File: src/rtl/adc_pkg.sv
// Shared constants and helpers for the ADC sample averaging path.
package adc_pkg;

    localparam int ADC_DATA_W     = 12;
    localparam int ADC_AVG_LOG2_N = 4;

    // An accumulator of data_w + log2_n bits holds 2^log2_n full-scale samples without wrapping.
    function automatic int acc_width(input int data_w, input int log2_n);
        return data_w + log2_n;
    endfunction

endpackage

File: src/rtl/adc_win_minmax.sv
// Running min/max tracker for one averaging window.
// min_o/max_o present the extremes including the sample on sample_i this cycle,
// so the owner can capture them on the window's final strobe.
module adc_win_minmax
    import adc_pkg::*;
#(
    parameter int DATA_W = ADC_DATA_W
) (
    input  logic              clk,
    input  logic              rst,
    input  logic              clear_i,
    input  logic              sample_en_i,
    input  logic              start_i,
    input  logic [DATA_W-1:0] sample_i,
    output logic [DATA_W-1:0] min_o,
    output logic [DATA_W-1:0] max_o
);

    logic [DATA_W-1:0] min_q;
    logic [DATA_W-1:0] max_q;

    // Fold the current sample into the window extremes; the first sample reloads them.
    always_comb begin
        min_o = min_q;
        max_o = max_q;
        if (start_i) begin
            min_o = sample_i;
            max_o = sample_i;
        end else begin
            if (sample_i < min_q) min_o = sample_i;
            if (sample_i > max_q) max_o = sample_i;
        end
    end

    // Trackers advance on every accepted sample and restart on clear.
    always_ff @(posedge clk or posedge rst) begin
        if (rst) begin
            min_q <= '0;
            max_q <= '0;
        end else if (clear_i) begin
            min_q <= '0;
            max_q <= '0;
        end else if (sample_en_i) begin
            min_q <= min_o;
            max_q <= max_o;
        end
    end

endmodule

File: src/rtl/adc_sample_avg.sv
// Decimating boxcar averager: sums 2^LOG2_N ADC samples and emits the
// round-half-up mean on a valid/ready port. Newest result wins if the
// consumer stalls; avg_ovf records that a result was lost.
// Optional feature macro ADC_AVG_MINMAX_EN adds win_min/win_max outputs.
module adc_sample_avg
    import adc_pkg::*;
#(
    parameter int DATA_W = ADC_DATA_W,
    parameter int LOG2_N = ADC_AVG_LOG2_N
) (
    input  logic              clk,
    input  logic              rst,
    input  logic              adc_data_en,
    input  logic [DATA_W-1:0] adc_data,
    input  logic              clear,
    output logic              avg_valid,
    input  logic              avg_ready,
    output logic [DATA_W-1:0] avg_data,
    output logic              avg_ovf,
    output logic [LOG2_N-1:0] win_cnt
`ifdef ADC_AVG_MINMAX_EN
    ,
    output logic [DATA_W-1:0] win_min,
    output logic [DATA_W-1:0] win_max
`endif
);

    localparam int                ACC_W = acc_width(DATA_W, LOG2_N);
    localparam logic [LOG2_N-1:0] LAST  = {LOG2_N{1'b1}};
    localparam logic [ACC_W-1:0]  HALF  = ACC_W'(2 ** (LOG2_N - 1));

    // Round half up and divide by the window length; the biased sum cannot exceed ACC_W bits.
    function automatic logic [DATA_W-1:0] round_mean(input logic [ACC_W-1:0] sum);
        logic [ACC_W-1:0] biased;
        biased = sum + HALF;
        return biased[ACC_W-1:LOG2_N];
    endfunction

    logic [ACC_W-1:0]  acc_q,   acc_d;
    logic [LOG2_N-1:0] cnt_q,   cnt_d;
    logic              valid_q, valid_d;
    logic [DATA_W-1:0] data_q,  data_d;
    logic              ovf_q,   ovf_d;
    logic [ACC_W-1:0]  sum_w;
    logic              complete;

    assign sum_w    = acc_q + ACC_W'(adc_data);
    assign complete = adc_data_en && !clear && (cnt_q == LAST);

    // Next-state for accumulator, window counter and the result/handshake registers.
    always_comb begin
        acc_d   = acc_q;
        cnt_d   = cnt_q;
        valid_d = valid_q;
        data_d  = data_q;
        ovf_d   = ovf_q;
        if (clear) begin
            acc_d   = '0;
            cnt_d   = '0;
            valid_d = 1'b0;
            ovf_d   = 1'b0;
        end else begin
            if (valid_q && avg_ready) valid_d = 1'b0;
            if (adc_data_en) begin
                if (cnt_q == LAST) begin
                    acc_d   = '0;
                    cnt_d   = '0;
                    data_d  = round_mean(sum_w);
                    valid_d = 1'b1;
                    if (valid_q && !avg_ready) ovf_d = 1'b1;
                end else begin
                    acc_d = sum_w;
                    cnt_d = cnt_q + LOG2_N'(1);
                end
            end
        end
    end

    // State registers with asynchronous reset.
    always_ff @(posedge clk or posedge rst) begin
        if (rst) begin
            acc_q   <= '0;
            cnt_q   <= '0;
            valid_q <= 1'b0;
            data_q  <= '0;
            ovf_q   <= 1'b0;
        end else begin
            acc_q   <= acc_d;
            cnt_q   <= cnt_d;
            valid_q <= valid_d;
            data_q  <= data_d;
            ovf_q   <= ovf_d;
        end
    end

    assign avg_valid = valid_q;
    assign avg_data  = data_q;
    assign avg_ovf   = ovf_q;
    assign win_cnt   = cnt_q;

`ifdef ADC_AVG_MINMAX_EN
    logic [DATA_W-1:0] run_min;
    logic [DATA_W-1:0] run_max;
    logic [DATA_W-1:0] win_min_q;
    logic [DATA_W-1:0] win_max_q;

    adc_win_minmax #(
        .DATA_W (DATA_W)
    ) u_minmax (
        .clk         (clk),
        .rst         (rst),
        .clear_i     (clear),
        .sample_en_i (adc_data_en),
        .start_i     (cnt_q == '0),
        .sample_i    (adc_data),
        .min_o       (run_min),
        .max_o       (run_max)
    );

    // Window extremes are published alongside avg_data and share its overwrite rule.
    always_ff @(posedge clk or posedge rst) begin
        if (rst) begin
            win_min_q <= '0;
            win_max_q <= '0;
        end else if (complete) begin
            win_min_q <= run_min;
            win_max_q <= run_max;
        end
    end

    assign win_min = win_min_q;
    assign win_max = win_max_q;
`endif

endmodule

File: config.mk
export PLATFORM = sky130hd
export DESIGN_NAME = adc_sample_avg
export DESIGN_NICKNAME = d
export VERILOG_FILES = /design/src/rtl/adc_pkg.sv /design/src/rtl/adc_win_minmax.sv /design/src/rtl/adc_sample_avg.sv
export SDC_FILE = /design/constraint.sdc
export NUM_CORES = 1
export LEC_CHECK = 0
export BUFFER_PORTS_ARGS = -buffer_cell sky130_fd_sc_hd__buf_2
export CORE_UTILIZATION = 45
export CTS_CLUSTER_SIZE = 30
export DETAILED_ROUTE_END_ITERATION = 8
export PLACE_DENSITY = 0.77
export SLEW_MARGIN = 20
export SYNTH_ARGS = -nofsm -noshare
export SYNTH_HDL_FRONTEND = slang
export SYNTH_SLANG_ARGS = --single-unit
File: constraint.sdc
create_clock -name clk -period 4.05 [get_ports clk]
set_input_delay 0.81 -clock clk [delete_from_list [all_inputs] [get_ports clk]]
set_output_delay 0.81 -clock clk [all_outputs]
set_load 0.01 [all_outputs]
; Word level (Yosys, flattened, before mapping)
; Cells that the tools add are included.
[op_classes]
n_addsub = 3
n_eq_ne = 1
mux = 14
n_bitwise = 1
reduce_logical = 8
[ops]
columns = cell, n
row1 = $mux 16, 3
row2 = $add 16x12->16, 1
row3 = $add 16x4->16 const B, 1
row4 = $mux 4, 3
row5 = $mux 1, 8
row6 = $reduce_and 3->1, 2
row7 = $reduce_bool 2->1, 3
row8 = $add 4x1->4 const B, 1
row9 = $eq 4x4->1 const B, 1
row10 = $logic_and 1x1->1, 2
row11 = $logic_not 1->1, 1
row12 = $not 1->1, 1
[totals]
register_bits = 34
inputBits = 17
output_inout_bits = 18
elab_cells = 32

; Logic depth before layout (Yosys ltp)
; Gate-level depths: netlist (run 1).
[logic_depth]
ltp_word = 6
ltp_mapped = 14
ltp_nobuf = 14

; Worst setup path before layout (run 1)
; Ideal clock, no wire load.
[synth_timing]
path_type = input to register
start = in adc_data[0]
end = reg data_q[11], in the netlist avg_data[11]
setup_ps = 124
arrival_time_ps = 3632
required_ps = 3926
slack_ps = 294
path_stages = 14
n_path_buf = 0
cell_sequence = ha_1 inv_1 fa_1 nand2b_1 a21oi_1 xor2_1 ha_1 nor2b_1 o21ai_0 a2111oi_2 nand4_1 nor4b_2 nor3_1 a211o_1
[synth_between]
elab_chain_cells = 2
[synth_rtl]
columns = element, line
row1 = "start, declared", adc_sample_avg.sv:14  ; input logic [DATA_W-1:0] adc_data,
row2 = $add 16x12->16, adc_sample_avg.sv:47  ; assign sum_w = acc_q + ACC_W'(adc_data);
row3 = $add 16x4->16, adc_sample_avg.sv:35  ; biased = sum + HALF;
row4 = "end signal, assigned", adc_sample_avg.sv:91  ; data_q <= data_d;
row5 = "end, declared", adc_sample_avg.sv:42  ; logic [DATA_W-1:0] data_q, data_d;
; Every way passes these cells.
; A chain may end at the register's enable or synchronous reset.

; Worst setup path after layout (run 1)
; Same ends and word-level chain as after synthesis.

==> results.json, run 1 <==
{
  "cp_data_arrival_time_ns": 3.90,
  "worstSetupStartpointType": "input port",
  "synth_common_cells": "dfrtp_1 (34), nand2_1 (34), o21ai_0 (18)",
  "p_int_mw": 0.6383,
  "fp.dieW_um": 73.28,
  "cp.required_ns": 4.23,
  "critical_path.top_delay_family": "compound AO/OA/AOI/OAI gates",
  "coreArea_sq_um": 4817,
  "ys_top_cells_by_area": "dfrtp_1 (37%), ha_1 (7.7%), nand2_1 (5.6%)",
  "finalNetCount": 313,
  "portBuffers": 34,
  "rsz0062_at_grt": "no",
  "globalRouteOverflowTotal": 0,
  "synth_nets": 274,
  "fin_area_sq_um": 2644,
  "crit_top_cell": "ha_1",
  "ys_seq_elements": 34,
  "p_clk_share_pct": 26.6,
  "worst_pin_slew_ns": 0.6847,
  "syn_avg_cell_area_sq_um": 9.446,
  "combPwrFrac_pct": 35.8,
  "utilization_pct": 54.88,
  "switching_share_pct": 35.47,
  "criticalPathCategory": "input port to register",
  "crit_buf_inv": 2,
  "power_mw": 0.9892,
  "seqPwrFrac_pct": 37.6,
  "grt_max_degree": 35,
  "max_freq_ghz": 0.2683,
  "hpwl_mm": 3.744,
  "placed_area_sq_um": 2545,
  "synth_area_sq_um": 2286,
  "drive_gt1_share_pct": 20.57,
  "synth_edf_count": 0,
  "slew_headroom_pct": 54.00,
  "clockBufferDepth": 2,
  "ios": 35,
  "setup_violations": 0,
  "die_h_um": 73.28,
  "seq_area_frac_synth_pct": 37.22,
  "synth_top_area_share_pct": 37.22,
  "place_ws_ns": -0.02833,
  "timing.clock.skew_ns": 0.007610,
  "vias": 1902,
  "postLayoutSetupSlackWorst_ns": 0.3229,
  "hold_viol": 0,
  "avgViaCountPerCell": 5.450,
  "synth_ff_type": "dfrtp_1",
  "dr.pass1.iters": 4,
  "net-switching-power_mw": 0.3509,
  "pwr_density_cell_nw_per_um2": 374.2,
  "async_reset_ff_share_pct": 100.0,
  "first_global_vias": 1885,
  "ir_drop_v": 0.0002479,
  "start_util_pct": 47.45,
  "path_max_fanout": 3,
  "route.detailed.drc": 0,
  "path_clk_slew_ns": 0.07,
  "grt_first_pass_wirelength_mm": 8.756,
  "cap_violations": 0,
  "cts_max_level": 2,
  "slew_violations": 0,
  "detail_route.wl_per_cell_um": 14.41,
  "wl_mm": 5.029,
  "cp_cell_sequence": "buf_2 -> ha_1 -> inv_1 -> fa_1 -> nand2b_1 -> a21oi_1 -> xor2_1 -> ha_1 -> nor2b_1 -> o21ai_0 -> a2111oi_2 -> nand4_1 -> nor4b_2 -> nor3_1 -> a211o_1",
  "cts_tree": "built",
  "fin_crit_ns": 3.727,
  "groute.usage.overall_pct": 21.44,
  "fin_crit_sh_pct": 92.03,
  "clk_latency_ns": 0.28,
  "root_buffer": "clkbuf_8",
  "dieArea_sq_um": 5369,
  "syn_inst": 242,
  "num_antenna_cells": 0,
  "syn_to_final_growth_pct": 15.65,
  "antenna_found_initial": 0,
  "critPathSlowestCell": "a2111oi_2",
  "drt_iter0_drc": 141,
  "max_stage_delay_ns": 0.39,
  "ys_types": 58,
  "yosysWarnings": 0,
  "hold_class": "register to register",
  "cts_sinks": 34,
  "synth.largest_area_cell": "dfrtp_1",
  "status": "complete, no violations",
  "num_rows": 25,
  "ant_nets": 0,
  "end_kind": "register",
  "place.gp.congestion": 0.8572,
  "total_leakage_power_nw": 1.247,
  "cts_buffers": 5
}
[cell type report]
class | instances | area [sq um]
multi-input combinational | 192 | 1373
timing repair buffer | 40 | 215.2
clock buffer | 7 | 86.33
clock inverter | 1 | 5.005
tap | 67 | 83.83
fill | 456 | 2173
inverter | 8 | 30.03
sequential | 34 | 850.8
[layout by cell type, fill, tap and decap left out, types with 8 or more instances in the layout]
master,Yosys,routed
a21oi_1,8,8
a22o_1,9,9
buf_2,2,34
dfrtp_1,34,34
ha_1,14,14
inv_1,8,8
nand2_1,34,34
nor2_1,17,17
o21ai_0,18,18
xnor2_1,9,9
xor2_1,10,10
[routing by layer]
layer / vias up / track usage, % / part of all wire, %
li1: 962 / - / -
met1: 886 / 28.58 / 47
met2: 45 / 35.49 / 48
met3: 9 / 3.978 / 3.9
met4: 0 / 6.100 / 1.3
met5: - / 0 / 0
[timing repair]
item                       CTS  global route
hold buffers                 0             0
gates resized for setup      0             0
buffers inserted             0             1
setup endpoints to repair    0             1
[worst reg2reg max path, stage by stage (launching register included)]
cell and delay, ns:
dfrtp_1 0.35, ha_1 0.19, inv_1 0.06, fa_1 0.37
nand2b_1 0.17, a21oi_1 0.16, xor2_1 0.22, ha_1 0.22
nor2b_1 0.15, o21ai_0 0.16, a2111oi_2 0.39, nand4_1 0.23
nor4b_2 0.34, nor3_1 0.08, a211o_1 0.29
[flip-flops by register name (all words and copies together), names as in the netlist]
name and flops:
avg_valid 1, avg_data 12, avg_ovf 1, win_cnt 4, acc_q 16
[per-stage QoR]
step | cells | setup TNS, ns | hold WS [ns]
global placement | 340 | 0 | 0.4518
detailed placement | 340 | -0.02833 | 0.4577
CTS | 348 | 0 | 0.4741
floorplan | 242 | 0 | 0.4538
finish | 349 | 0 | 0.4728
global route | 349 | 0 | 0.5027
[logic make-up after synthesis]
| group | share of synthesized area, % |
|---|---|
| flip-flops | 37.22 |
| AND/OR/NAND/NOR | 18.77 |
| multiplexers | 0.9305 |
| buffers and inverters | 2.737 |
| AO/OA/AOI/OAI | 23.81 |
| adder cells (fa/ha/maj) | 8.539 |
| XOR/XNOR | 7.991 |
[final timing paths]
path | start | to | slack (ns) | cells after the start
max in group asynchronous | rst | acc_q[13] | 3.13 | 3
worst min-delay path | avg_data[7] | avg_data[7] | 0.47 | 2
worst max register to register | acc_q[0] | avg_data[11] | 0.57 | 14
worst max-delay path | adc_data[0] | avg_data[11] | 0.32 | 15
min in group asynchronous | rst | avg_data[4] | 0.61 | 3
worst min register to register | avg_data[7] | avg_data[7] | 0.47 | 2
[power groups by stage]
stage / Clock, mW / Sequential (mW) / Combinational, mW
finish: 0.263 / 0.372 / 0.354
global route: 0.285 / 0.374 / 0.393
CTS: 0.269 / 0.372 / 0.357
detailed placement: 0 / 0.379 / 0.353
global placement: 0 / 0.378 / 0.345
floorplan: 0 / 0.376 / 0.264
No activity file was read; power rests on OpenSTA's default activity.
==> run 2, diff against run 1 <==
--- a/config.mk
+++ b/config.mk
@@ -5,11 +5,11 @@
 export SDC_FILE = /design/constraint.sdc
 export NUM_CORES = 1
 export LEC_CHECK = 0
-export BUFFER_PORTS_ARGS = -buffer_cell sky130_fd_sc_hd__buf_2
-export CORE_UTILIZATION = 45
+export CORE_UTILIZATION = 63
 export CTS_CLUSTER_SIZE = 30
 export DETAILED_ROUTE_END_ITERATION = 8
-export PLACE_DENSITY = 0.77
+export DONT_BUFFER_PORTS = 1
+export PLACE_DENSITY = 0.9
 export SLEW_MARGIN = 20
 export SYNTH_ARGS = -nofsm -noshare
 export SYNTH_HDL_FRONTEND = slang
==> run 2 against run 1 <==
Effect of this change:
- clock power grew 22%
- register-to-register slack lost 0.16 ns
- flip-flop and latch count is the same
- via count shrank 1.8%
- critical path depth shrank 1
- count of clock-buffer cells in the layout shrank 2
- total power grew 4.6%
- core utilization grew 17 points
- global-route usage grew 7.1 points
- fmax grew 0.38%
- non-clock buffer count shrank 37
- final cell count shrank 17%
==> results.json, run 2 (synthesized netlist as in run 1, its figures left out) <==
{
  "status": "complete, no violations",
  "num_rows": 21,
  "fin_crit_sh_pct": 91.68,
  "rrSetupSlack_ns": 0.41,
  "slew_headroom_pct": 52.61,
  "root_buffer": "clkbuf_4",
  "dp.cells": 283,
  "fin_area_sq_um": 2440,
  "path_clk_slew_ns": 0.12,
  "place.gp.congestion": 0.8720,
  "fin_cells": 291,
  "critical_path.top_delay_family": "simple AND/OR/NAND/NOR gates",
  "worstSetupStartpointType": "input port",
  "groute.usage.overall_pct": 28.51,
  "power_mw": 1.035,
  "utilization_pct": 71.43,
  "cts_max_level": 2,
  "drt_iter0_drc": 156,
  "rsz0062_at_grt": "no",
  "switching_share_pct": 34.40,
  "critPathSlowestCell": "a2111oi_2",
  "holdBufCountCts": 0,
  "largest-register": "acc_q",
  "dr.pass1.iters": 7,
  "drive_gt1_share_pct": 8.980,
  "post_cts_buffers": 0,
  "slew_violations": 0,
  "num_antenna_cells": 0,
  "cp_data_arrival_time_ns": 3.96,
  "globalRouteOverflowTotal": 0,
  "max_stage_delay_ns": 0.40,
  "max_freq_ghz": 0.2693,
  "worst_pin_slew_ns": 0.7054,
  "detail_route.wl_per_cell_um": 17.46,
  "hpwl_mm": 3.666,
  "multiInputGateArea_sq_um": 1373,
  "cts_buffers": 5,
  "cts_sinks": 34,
  "seqCellArea_sq_um": 850.8,
  "final_cell_mix": "nand2_1 (34), dfrtp_1 (34), o21ai_0 (18), nor2_1 (17), ha_1 (14)",
  "total_leakage_power_nw": 1.078,
  "clockBufferDepth": 2,
  "clk_latency_ns": 0.35,
  "net-switching-power_mw": 0.3561,
  "first_global_vias": 1872,
  "crit_top_cell": "ha_1",
  "placed_area_sq_um": 2333,
  "ir_drop_v": 0.0002468,
  "place_ws_ns": 0.07753,
  "cp_cell_sequence": "ha_1 -> inv_1 -> fa_1 -> nand2b_1 -> a21oi_1 -> xor2_1 -> ha_1 -> nor2b_1 -> o21ai_0 -> a2111oi_2 -> nand4_1 -> nor4b_2 -> nor3_1 -> a211o_1",
  "crit_buf_inv": 1,
  "cap_violations": 0,
  "fin_crit_ns": 3.713,
  "route.detailed.drc": 0,
  "grt_max_degree": 35,
  "hold_class": "input port to async pin",
  "largest_reg_flops": 16,
  "coreArea_sq_um": 3416,
  "fp.dieW_um": 62.24,
  "timing.rr.end": "avg_data[11]",
  "avgViaCountPerCell": 6.419,
  "die_h_um": 62.24,
  "cp.required_ns": 4.30,
  "setup_violations": 0,
  "ant_nets": 0,
  "grt_first_pass_wirelength_mm": 8.666,
  "finalNetCount": 276,
  "hold_viol": 0,
  "syn_to_final_growth_pct": 6.732,
  "path_max_fanout": 3,
  "dieArea_sq_um": 3873,
  "ctsResizeCount": 0,
  "portBuffers": 0,
  "timing.clock.skew_ns": 0.007865,
  "seqPwrFrac_pct": 36.2,
  "r2r_cells": 14,
  "criticalPathCategory": "input port to register",
  "end_kind": "register",
  "fillers": 246,
  "pwr_density_cell_nw_per_um2": 424.2,
  "wl_mm": 5.082,
  "start_util_pct": 66.92,
  "hold_slack_ns": 0.4221,
  "r2r-start": "acc_q[0]",
  "ios": 35,
  "combPwrFrac_pct": 32.8,
  "p_clk_share_pct": 31.1,
  "cts_tree": "built",
  "p_int_mw": 0.6789,
  "vias": 1868,
  "postLayoutSetupSlackWorst_ns": 0.3371,
  "antenna_found_initial": 0,
  "setup-tns-final_ns": 0
}
-- run 2: layout make-up --
cell class	count	share of cell area [%]
Clock buffer	5	1.538
Clock inverter	3	2.821
Inverter	8	1.231
Multi-Input combinational cell	192	56.26
Sequential cell	34	34.87
Tap cell	46	2.359
Timing Repair Buffer	3	0.9231
-- run 2: routing by layer --
layer / track usage, % / up-vias / wire length [um]
li1: - / 891 / -
met1: 37.77 / 908 / 2305
met2: 46.57 / 60 / 2478
met3: 5.882 / 9 / 223
met4: 9.593 / 0 / 75
met5: 0 / - / 0
-- run 2: worst reg2reg max path: cells and delay by family (launching register included) --
family | cells | cell delay, ns
xor+xnor | 1 | 0.27
flops | 1 | 0.37
simple gates | 5 | 1.03
fa+ha+maj | 3 | 0.82
buf+inv | 1 | 0.07
compound gates | 4 | 0.99
-- run 2: power groups by stage --
stage          sequential (mW)  clock (mW)  combinational [mW]
2_1_floorplan            0.376           0               0.264
3_3_place_gp             0.380           0               0.319
3_5_place_dp             0.380           0               0.330
4_1_cts                  0.374       0.323               0.333
5_1_grt                  0.376       0.340               0.370
6_report                 0.374       0.322               0.339
-- run 2: worst max-delay path by stage --
stage	startpoint	end	slack, ns	cells after the start
finish	adc_data[0]	avg_data[11]	0.34	14
global route	adc_data[0]	avg_data[11]	0.12	14
CTS	adc_data[0]	avg_data[11]	0.40	14
detailed placement	adc_data[0]	avg_data[11]	0.08	14
global placement	adc_data[0]	avg_data[11]	0.18	14
floorplan	adc_data[0]	avg_data[11]	0.29	14
==> run 3, diff against run 2 <==
==> constraint.sdc (replaced) <==
create_clock -name clk -period 4.05 [get_ports clk]
set_input_delay 0.405 -clock clk [delete_from_list [all_inputs] [get_ports clk]]
set_output_delay 0.405 -clock clk [all_outputs]
set_load 0.01 [all_outputs]
==> run 3 against run 2 <==
Effect of this change:
- final cell count fell by 0.69%
- largest cell class unchanged
- critical endpoint unchanged
- core utilization fell by 1.9 points
- global-route usage fell by 0.41 points
- total power fell by 14%
- wire length fell by 5.2%
- die area did not move
- sequential share of layout area rose by 0.97 points
- non-clock buffer count fell by 1
- flip-flop and latch count did not move
==> results.json, run 3 (synthesized netlist as in run 1, its figures left out) <==
{
  "postLayoutSetupSlackWorst_ns": 0.3463,
  "combPwrFrac_pct": 37.1,
  "hold_class": "input port to async pin",
  "timing.rr.end": "avg_data[11]",
  "critPathSlowestCell": "nor4b_2",
  "setup-tns-final_ns": 0,
  "worstSetupStartpointType": "register",
  "rsz0062_at_grt": "no",
  "path_max_fanout": 3,
  "fillers": 270,
  "dp.cells": 282,
  "grt_first_pass_wirelength_mm": 8.390,
  "seqPwrFrac_pct": 42.1,
  "net-switching-power_mw": 0.3412,
  "num_rows": 21,
  "cts_sinks": 34,
  "detail_route.wl_per_cell_um": 16.67,
  "criticalPathCategory": "register to register",
  "cts_buffers": 5,
  "r2r_cells": 14,
  "status": "complete, no violations",
  "multiInputGateArea_sq_um": 1373,
  "r2r-start": "acc_q[0]",
  "clk_latency_ns": 0.36,
  "place_ws_ns": 0.3585,
  "dr.pass1.iters": 4,
  "globalRouteOverflowTotal": 0,
  "final_cell_mix": "nand2_1 (34), dfrtp_1 (34), o21ai_0 (18), nor2_1 (17), ha_1 (14)",
  "fin_crit_sh_pct": 91.45,
  "dieArea_sq_um": 3873,
  "hold_viol": 0,
  "fp.dieW_um": 62.24,
  "cp_cell_sequence": "ha_1 -> inv_1 -> fa_1 -> nand2b_1 -> a21oi_1 -> xor2_1 -> ha_1 -> nor2b_1 -> o21ai_0 -> a2111oi_2 -> nand4_1 -> nor4b_2 -> nor3_1 -> a211o_1",
  "ant_nets": 0,
  "ios": 35,
  "largest_reg_flops": 16,
  "groute.usage.overall_pct": 28.10,
  "portBuffers": 0,
  "start_util_pct": 66.92,
  "slew_headroom_pct": 55.93,
  "path_clk_slew_ns": 0.11,
  "power_mw": 0.8886,
  "cp.required_ns": 4.31,
  "clockBufferDepth": 2,
  "grt_max_degree": 35,
  "antenna_found_initial": 0,
  "fin_crit_ns": 3.704,
  "drive_gt1_share_pct": 8.230,
  "die_h_um": 62.24,
  "rrSetupSlack_ns": 0.35,
  "holdBufCountCts": 0,
  "p_int_mw": 0.5474,
  "cts_max_level": 2,
  "cp_data_arrival_time_ns": 3.96,
  "first_global_vias": 1862,
  "switching_share_pct": 38.40,
  "setup_violations": 0,
  "end_kind": "register",
  "fin_cells": 289,
  "place.gp.congestion": 0.8639,
  "ctsResizeCount": 0,
  "crit_buf_inv": 1,
  "seqCellArea_sq_um": 850.8,
  "timing.clock.skew_ns": 0.01767,
  "max_freq_ghz": 0.2700,
  "finalNetCount": 275,
  "root_buffer": "clkbuf_4",
  "total_leakage_power_nw": 1.049,
  "cap_violations": 0,
  "drt_iter0_drc": 150,
  "wl_mm": 4.817,
  "num_antenna_cells": 0,
  "critical_path.top_delay_family": "simple AND/OR/NAND/NOR gates",
  "avgViaCountPerCell": 6.315,
  "p_clk_share_pct": 20.8,
  "cts_tree": "built",
  "worst_pin_slew_ns": 0.6561,
  "slew_violations": 0,
  "largest-register": "acc_q",
  "route.detailed.drc": 0,
  "post_cts_buffers": 0,
  "syn_to_final_growth_pct": 3.832,
  "crit_top_cell": "ha_1",
  "coreArea_sq_um": 3416,
  "ir_drop_v": 0.0002245,
  "pwr_density_cell_nw_per_um2": 374.4,
  "hpwl_mm": 3.650,
  "vias": 1825,
  "max_stage_delay_ns": 0.39
}
==> run 3: changes by cell type in the layout (fill, tap and decap cells not counted) <==
cell       change
bufinv_16      -2
clkinv_2       +2
buf_4          -1
clkinv_4       -1
==> run 3: worst register-to-register path, cell delays in order (launching register included) <==
cell	delay, ns
dfrtp_1	0.37
ha_1	0.19
inv_1	0.07
fa_1	0.38
nand2b_1	0.23
a21oi_1	0.21
xor2_1	0.25
ha_1	0.24
nor2b_1	0.13
o21ai_0	0.14
a2111oi_2	0.38
nand4_1	0.25
nor4b_2	0.39
nor3_1	0.08
a211o_1	0.29
==> run 3: power groups by stage <==
stage	Sequential (mW)	Clock, mW	Combinational [mW]
6_report	0.374	0.185	0.330
2_1_floorplan	0.376	0	0.264
4_1_cts	0.374	0.184	0.328
3_5_place_dp	0.381	0	0.325
3_3_place_gp	0.380	0	0.316
5_1_grt	0.377	0.194	0.363
==> run 3: worst max-delay path by stage <==
stage,from,endpoint,slack [ns],depth (start not counted)
2_1_floorplan,adc_data[0],avg_data[11],0.70,14
3_3_place_gp,adc_data[0],avg_data[11],0.52,14
3_5_place_dp,adc_data[0],avg_data[11],0.36,14
4_1_cts,acc_q[0],avg_data[11],0.38,14
5_1_grt,acc_q[0],avg_data[11],0.03,14
6_report,acc_q[0],avg_data[11],0.35,14
==> run 3: cell type report <==
type,instances,area share [%]
Tap cell,46,2.425
Clock inverter,2,0.4217
Sequential cell,34,35.85
Inverter,8,1.265
Timing Repair Buffer,2,0.6326
Multi-Input combinational cell,192,57.83
Clock buffer,5,1.581
==> run 3: metrics by stage <==
| stage | cell area, sq um | hold WS, ns | utilization (%) |
|---|---|---|---|
| 4_1_cts | 2374 | 0.02666 | 69.49 |
| 6_report | 2374 | 0.01280 | 69.49 |
| 2_1_floorplan | 2286 | 0.4538 | - |
| 3_3_place_gp | 2326 | 0.4136 | 68.10 |
| 3_5_place_dp | 2326 | 0.4106 | 68.10 |
| 5_1_grt | 2374 | 0.04213 | 69.49 |
==> run 3: per-layer routing <==
metal | wire length, um | vias to the layer above | track usage (%)
li1 | - | 892 | -
met4 | 90 | 0 | 10.47
met2 | 2442 | 48 | 46.29
met3 | 216 | 12 | 8.640
met5 | 0 | - | 0
met1 | 2067 | 873 | 34.62
